**src/rtl/alu_arbiter.sv**
```systemverilog
// Two-port arbiter in front of one shared combinational ALU. Each port has a
// one-entry result slot; reset deassertion is expected to arrive synchronised to i_clk.
module alu_arbiter #(
  parameter int WORD_WIDTH = 32,
  parameter int OP_WIDTH   = 4,
  parameter int FIXED_PRIO = 0,
  parameter int MAX_WAIT   = 4
) (
  input  logic                  i_clk,
  input  logic                  i_rst_n,
  input  logic                  i_req0_valid,
  output logic                  o_req0_ready,
  input  logic [OP_WIDTH-1:0]   i_req0_op,
  input  logic [WORD_WIDTH-1:0] i_req0_in_0,
  input  logic [WORD_WIDTH-1:0] i_req0_in_1,
  output logic                  o_rsp0_valid,
  input  logic                  i_rsp0_ready,
  output logic [WORD_WIDTH-1:0] o_rsp0_data,
  input  logic                  i_req1_valid,
  output logic                  o_req1_ready,
  input  logic [OP_WIDTH-1:0]   i_req1_op,
  input  logic [WORD_WIDTH-1:0] i_req1_in_0,
  input  logic [WORD_WIDTH-1:0] i_req1_in_1,
  output logic                  o_rsp1_valid,
  input  logic                  i_rsp1_ready,
  output logic [WORD_WIDTH-1:0] o_rsp1_data,
  output logic [OP_WIDTH-1:0]   o_alu_op,
  output logic [WORD_WIDTH-1:0] o_alu_in_0,
  output logic [WORD_WIDTH-1:0] o_alu_in_1,
  input  logic [WORD_WIDTH-1:0] i_alu_out
);

  localparam logic [3:0] MaxWait = 4'(MAX_WAIT);

  logic                  r_lastGrant;
  logic [3:0]            r_waitCnt;
  logic                  r_rsp0Valid;
  logic                  r_rsp1Valid;
  logic [WORD_WIDTH-1:0] r_rsp0Data;
  logic [WORD_WIDTH-1:0] r_rsp1Data;

  logic w_elig0;
  logic w_elig1;
  logic w_grant0;
  logic w_grant1;

  // A port is eligible only if its slot is empty or being drained this cycle
  assign w_elig0 = i_rst_n & i_req0_valid & (!r_rsp0Valid | i_rsp0_ready);
  assign w_elig1 = i_rst_n & i_req1_valid & (!r_rsp1Valid | i_rsp1_ready);

  always_comb begin
    w_grant0 = 1'b0;
    w_grant1 = 1'b0;
    if (w_elig0 && w_elig1) begin
      if (FIXED_PRIO == 0) begin
        w_grant0 = r_lastGrant;
        w_grant1 = !r_lastGrant;
      end else if (r_waitCnt == MaxWait) begin
        w_grant1 = 1'b1;
      end else begin
        w_grant0 = 1'b1;
      end
    end else begin
      w_grant0 = w_elig0;
      w_grant1 = w_elig1;
    end
  end

  always_comb begin
    o_alu_op   = '0;
    o_alu_in_0 = '0;
    o_alu_in_1 = '0;
    if (w_grant0) begin
      o_alu_op   = i_req0_op;
      o_alu_in_0 = i_req0_in_0;
      o_alu_in_1 = i_req0_in_1;
    end else if (w_grant1) begin
      o_alu_op   = i_req1_op;
      o_alu_in_0 = i_req1_in_0;
      o_alu_in_1 = i_req1_in_1;
    end
  end

  assign o_req0_ready = w_grant0;
  assign o_req1_ready = w_grant1;
  assign o_rsp0_valid = r_rsp0Valid;
  assign o_rsp1_valid = r_rsp1Valid;
  assign o_rsp0_data  = r_rsp0Data;
  assign o_rsp1_data  = r_rsp1Data;

  // A new grant overrides a drain, so drain+accept keeps valid high
  always_ff @(posedge i_clk or negedge i_rst_n) begin
    if (!i_rst_n) begin
      r_rsp0Valid <= 1'b0;
      r_rsp0Data  <= '0;
      r_rsp1Valid <= 1'b0;
      r_rsp1Data  <= '0;
    end else begin
      if (w_grant0) begin
        r_rsp0Valid <= 1'b1;
        r_rsp0Data  <= i_alu_out;
      end else if (i_rsp0_ready) begin
        r_rsp0Valid <= 1'b0;
      end
      if (w_grant1) begin
        r_rsp1Valid <= 1'b1;
        r_rsp1Data  <= i_alu_out;
      end else if (i_rsp1_ready) begin
        r_rsp1Valid <= 1'b0;
      end
    end
  end

  // r_lastGrant resets to port 1 so the first tie goes to port 0
  always_ff @(posedge i_clk or negedge i_rst_n) begin
    if (!i_rst_n) begin
      r_lastGrant <= 1'b1;
    end else if (w_grant0) begin
      r_lastGrant <= 1'b0;
    end else if (w_grant1) begin
      r_lastGrant <= 1'b1;
    end
  end

  always_ff @(posedge i_clk or negedge i_rst_n) begin
    if (!i_rst_n) begin
      r_waitCnt <= '0;
    end else if (FIXED_PRIO == 0 || w_grant1 || !i_req1_valid) begin
      r_waitCnt <= '0;
    end else if (w_elig1 && r_waitCnt != MaxWait) begin
      r_waitCnt <= r_waitCnt + 4'd1;
    end
  end

endmodule

```
**config.mk**
```make
export PLATFORM = sky130hd
export DESIGN_NAME = alu_arbiter
export DESIGN_NICKNAME = d
export VERILOG_FILES = /design/src/rtl/alu_arbiter.sv
export SDC_FILE = /design/constraint.sdc
export NUM_CORES = 1
export LEC_CHECK = 0
export CORE_AREA = 5 5 118 120
export CTS_CLUSTER_SIZE = 8
export DETAILED_ROUTE_END_ITERATION = 10
export DIE_AREA = 0 0 123 125
export PLACE_DENSITY = 0.82
export SETUP_SLACK_MARGIN = 0.3
export SLEW_MARGIN = 10
export SYNTH_ARGS = -nofsm -noshare
export SYNTH_HDL_FRONTEND = slang
export SYNTH_SLANG_ARGS = --single-unit
```
**constraint.sdc**
```tcl
create_clock -name i_clk -period 3.2 [get_ports i_clk]
set_input_delay 0.64 -clock i_clk [delete_from_list [all_inputs] [get_ports i_clk]]
set_output_delay 0.64 -clock i_clk [all_outputs]
set_load 0.02 [all_outputs]
```
# Yosys cells after proc, flatten, opt, wreduce, memory -nomap -nowiden
# Index checks and enable logic that the tools add are counted.
dict set report word_totals {
  wordCells 32
  ff_bits 67
  input_bits 174
}
dict set report classes {
  bitwise 6
  mux 14
  n_reduce_logical 7
}
# op count
set op_table {}
lappend op_table {{$mux W32} 4}
lappend op_table {{$mux W1} 8}
lappend op_table {{$mux W4} 2}
lappend op_table {{$reduce_bool A2 Y1} 3}
lappend op_table {{$and A1 B1 Y1} 4}
lappend op_table {{$logic_not A1 Y1} 3}
lappend op_table {{$or A1 B1 Y1} 2}
lappend op_table {{$logic_and A1 B1 Y1} 1}

# Logic depth before layout (Yosys ltp)
dict set report depth {
  word_depth 7
  ltp_mapped 5
}

# Worst setup path after synthesis
# No wires, ideal clock.
dict set report synth_path {
  kind {input -> output}
  from {input i_req1_valid}
  to {output o_alu_in_1[11]}
  stages 5
  arrival_time_ns 1.800
  setup_slack_ns 0.760
  required_ns 2.560
  path_cell_list {nor2b_1 a211o_1 buf_2 buf_4 o22ai_1}
}
dict set report synth_between {
  elab_chain_len 6
  elab_cells_between_ends 7
}
# element line
set synth_lines {}
lappend synth_lines {{from (decl)} 19} ;# input logic i_req1_valid,
lappend synth_lines {{$and A1 B1 Y1 * (2 in series)} 49} ;# assign w_elig1 = i_rst_n & i_req1_valid & (!r_rsp1Valid | i_rsp1_ready);
lappend synth_lines {{$logic_and A1 B1 Y1} 54} ;# if (w_elig0 && w_elig1) begin
lappend synth_lines {{$mux W1} 54}
lappend synth_lines {{$mux W32} 77} ;# end else if (w_grant1) begin
lappend synth_lines {{$mux W32 *} 73} ;# if (w_grant0) begin
lappend synth_lines {{to (decl)} 29} ;# output logic [WORD_WIDTH-1:0] o_alu_in_1,
# Every way passes the cells marked *; elsewhere a longest branch is shown, timed or not.

# Worst setup path after layout
dict set report layout_path {
  from {input i_rsp0_ready}
  to {output o_alu_in_1[22]}
}
dict set report layout_between {
  elab_chain_len 6
  elab_cells_between_ends 7
}
# element line
set layout_lines {}
lappend layout_lines {{from (decl)} 17} ;# input logic i_rsp0_ready,
lappend layout_lines {{$or A1 B1 Y1 *} 48} ;# assign w_elig0 = i_rst_n & i_req0_valid & (!r_rsp0Valid | i_rsp0_ready);
lappend layout_lines {{$and A1 B1 Y1 *} 48}
lappend layout_lines {{$logic_and A1 B1 Y1} 54}
lappend layout_lines {{$mux W1} 54}
lappend layout_lines {{$mux W32} 77}
lappend layout_lines {{$mux W32 *} 73}
# Marked as above.

==> results.yml <==
clock_tree:
  htree_num_levels: 3
  root_buffer: "clkbuf_16"
  cts_tree: "yes"
  clockBufferDepth: 2
  worst_skew_pair.late_latency_ps: 320
  cts_buffers: 9
  clock-sinks: 67
  clk_pin_slew_ps: 60
die:
  coreArea_um2: 12900
  rows: 42
  dieArea_um2: 15400
  pin_count: 310
  initial_core_util_pct: 28.5
  die_w_um: 123
  die_h_um: 125
setup_path:
  cpPeakStageDelay_ps: 520
  crit_fanout: 57
  slowest_stage: "clkdlybuf4s50_1"
  crit_buf_inv: 3
  r2r-end: "o_rsp0_data[9]$_DFFE_PN0P_"
  r2r_cells: 5
  crit_required_ps: 2560
  worstSetupEndpointType: "output pin"
  critPathTopFamily: "buffers and inverters"
  r2r_slack_ps: 1230
  critPathArrivalTime_ps: 2290
  cp-start-kind: "input port"
  r2r_start: "r_lastGrant$_DFFE_PN1P_"
  cp_cell_sequence: "clkdlybuf4s50_1 -> nor2b_4 -> a211o_2 -> buf_12 -> o22ai_1 -> clkdlybuf4s15_2"
  crit_type: "in2out"
global_routing:
  grt_pass1_vias: 4345
  grt_max_degree: 71
  grt_pass1_wl_um: 22900
  grt-ovfl-total: 0
  antenna_found_initial: 0
  grt_usage_pct: 18.9
power:
  ir_drop_mv: 0.263
  p_leak_uw: 0.00301
  p_per_area_nw_per_um2: 559
  fin_total_pwr_uw: 4000
sta:
  finalHoldViolations: 0
  layout_min_cycle_time_ps: 2930
  period_share_pct: 91.4
  setup_tns_ps: 0
  rsz0062_at_grt: "true"
  fmax_ghz: 0.342
  max-slew-margin-rel_pct: 64.4
  finalClockSkew_ps: 8.09
  tightest_slew_ps: 533
  final-setup-viol-count: 0
  hold-worst-slack_ps: 488
  final_max_slew_viol_count: 0
detailed_routing:
  vias: 4173
  drt_iter0_drc: 232
  wl_per_cell_um: 17.3
  drt_wl_total_um: 15100
  avgViaCountPerCell: 4.79
  drtPass1Iterations: 5
  drtAntennaViolNets: 0
  drc: 0
placement:
  port_buffers: 309
  gp_congestion: 0.911
  dp.final_hpwl_um: 11700
  post_dp_cell_area_um2: 6950
synthesis:
  synth_edf_count: 0
  synthArstFlopShare_pct: 100
  syn_avg_cell_area_um2: 9.45
  synth_cells: 388
  syn_area_um2: 3660
  synth_seq_cells: 67
  yosysWarnings: 0
  synth_nets: 562
  ys_seq_area_share_pct: 45.8
  synth.distinct_cells: 23
  synthFlopType: "dfrtp_1"
hold_path:
  min_path_cells: 1
  hold_path.class: "reg2reg"
  min_from: "o_rsp1_data[15]$_DFFE_PN0P_"
  hold_end: "o_rsp1_data[15]$_DFFE_PN0P_"
run_status:
  status: "completed"
run:
  drv_cap: 0
final_layout:
  multiInputGateArea_um2: 1810
  layout.nets: 864
  fin_area_um2: 7160
  syn_to_final_growth_pct: 95.5
  regArea_um2: 1680
  drive_gt1_share_pct: 21.0
  fill_cells: 1112
  n_antenna_cell: 0
## state kept, by name (all words and copies together) (netlist names)
register and count:
o_rsp1_data 32, o_rsp0_valid 1, r_lastGrant 1, o_rsp1_valid 1
o_rsp0_data 32
## placed cells by master, fill, tap and decap left out, types with 2 or more instances in the layout
cell / Yosys / routed
clkdlybuf4s15_2: 0 / 26
buf_12: 0 / 5
o22ai_1: 68 / 66
dlygate4sd2_1: 0 / 2
mux2_1: 31 / 31
o21ai_0: 2 / 2
buf_2: 8 / 11
nand2_1: 139 / 138
o22ai_2: 0 / 2
mux2_2: 33 / 33
buf_4: 3 / 13
clkbuf_2: 0 / 30
clkbuf_16: 0 / 9
inv_6: 0 / 2
clkdlybuf4s50_1: 0 / 238
dfrtp_1: 66 / 66
clkinvlp_4: 0 / 2
inv_1: 2 / 2
## synthesized netlist by cell type (all sizes together), types with 2 or more instances
cell type,count,share of area (%)
inv,2,0.20
nor2b,2,0.41
dfrtp,66,45
clkbuf,18,1.8
mux2,64,20
nand2,139,14
o21ai,2,0.27
o22ai,68,12
buf,18,3.7
## area by class of cell
class	count	area share, %
sequential	67	23.4
clock inverter	6	0.996
tap	176	3.07
clock buffer	10	3.34
inverter	2	0.105
multi-input combinational	283	25.2
timing repair buffer	327	43.8
## stage by stage
stage               worst slack [ps]  cells  util (%)
CTS                              172    869      57.0
finish                           274    871      55.6
floorplan                        760    388         -
global placement                -228    851      54.0
global route                     231    871      55.6
detailed placement              -233    851      54.0
## metal layers
metal / up-vias / track usage, % / wire [um]
met2: 228 / 34.8 / 7880
met5: - / 0 / 0
met1: 1951 / 20.4 / 5310
li1: 1953 / - / -
met3: 41 / 5.15 / 1360
met4: 0 / 6.91 / 525
## repair_timing
item / 4_1_cts / 5_1_grt
gates resized for setup: 168 / 52
pin swaps: 0 / 1
setup buffers: 1 / 2
hold buffers: 0 / 0
cloned: 1 / 0
setup endpoints to repair: 70 / 68
## worst reg2reg max path, delay by kind of cell, from the launching register on
kind	cells	cell delay, ps
multiplexers	1	420
AND/OR/NAND/NOR	1	70
AO/OA/AOI/OAI	1	240
buffers and inverters	2	570
flip-flops	1	560
## kinds of logic after synthesis
group | Yosys count | share of synthesized area, %
AOI/OAI and AO/OA | 75 | 13.5
muxes | 64 | 19.7
and+or+nand+nor | 144 | 15.4
DFF | 67 | 45.8
buffers and inverters | 38 | 5.70
## how the worst max path moves through the flow
| stage | startpoint | endpoint | cells after the start |
|---|---|---|---|
| 3_5_place_dp | i_rsp0_ready | o_alu_op[0] | 6 |
| 5_1_grt | i_rsp0_ready | o_alu_op[2] | 6 |
| 6_report | i_rsp0_ready | o_alu_in_1[22] | 6 |
| 2_1_floorplan | i_req1_valid | o_alu_in_1[11] | 5 |
| 4_1_cts | i_rsp0_ready | o_alu_op[2] | 6 |
| 3_3_place_gp | i_rsp0_ready | o_alu_op[2] | 6 |
## power by group
group / leakage (uW) / switching [uW] / total [uW] / internal (uW)
clock network: 0.000146 / 365 / 996 / 630
registers: 0.000787 / 124 / 1210 / 1090
logic: 0.00207 / 871 / 1800 / 928
total: 0.00301 / 1360 / 4000 / 2640
No activity file was read; power rests on OpenSTA's default activity.
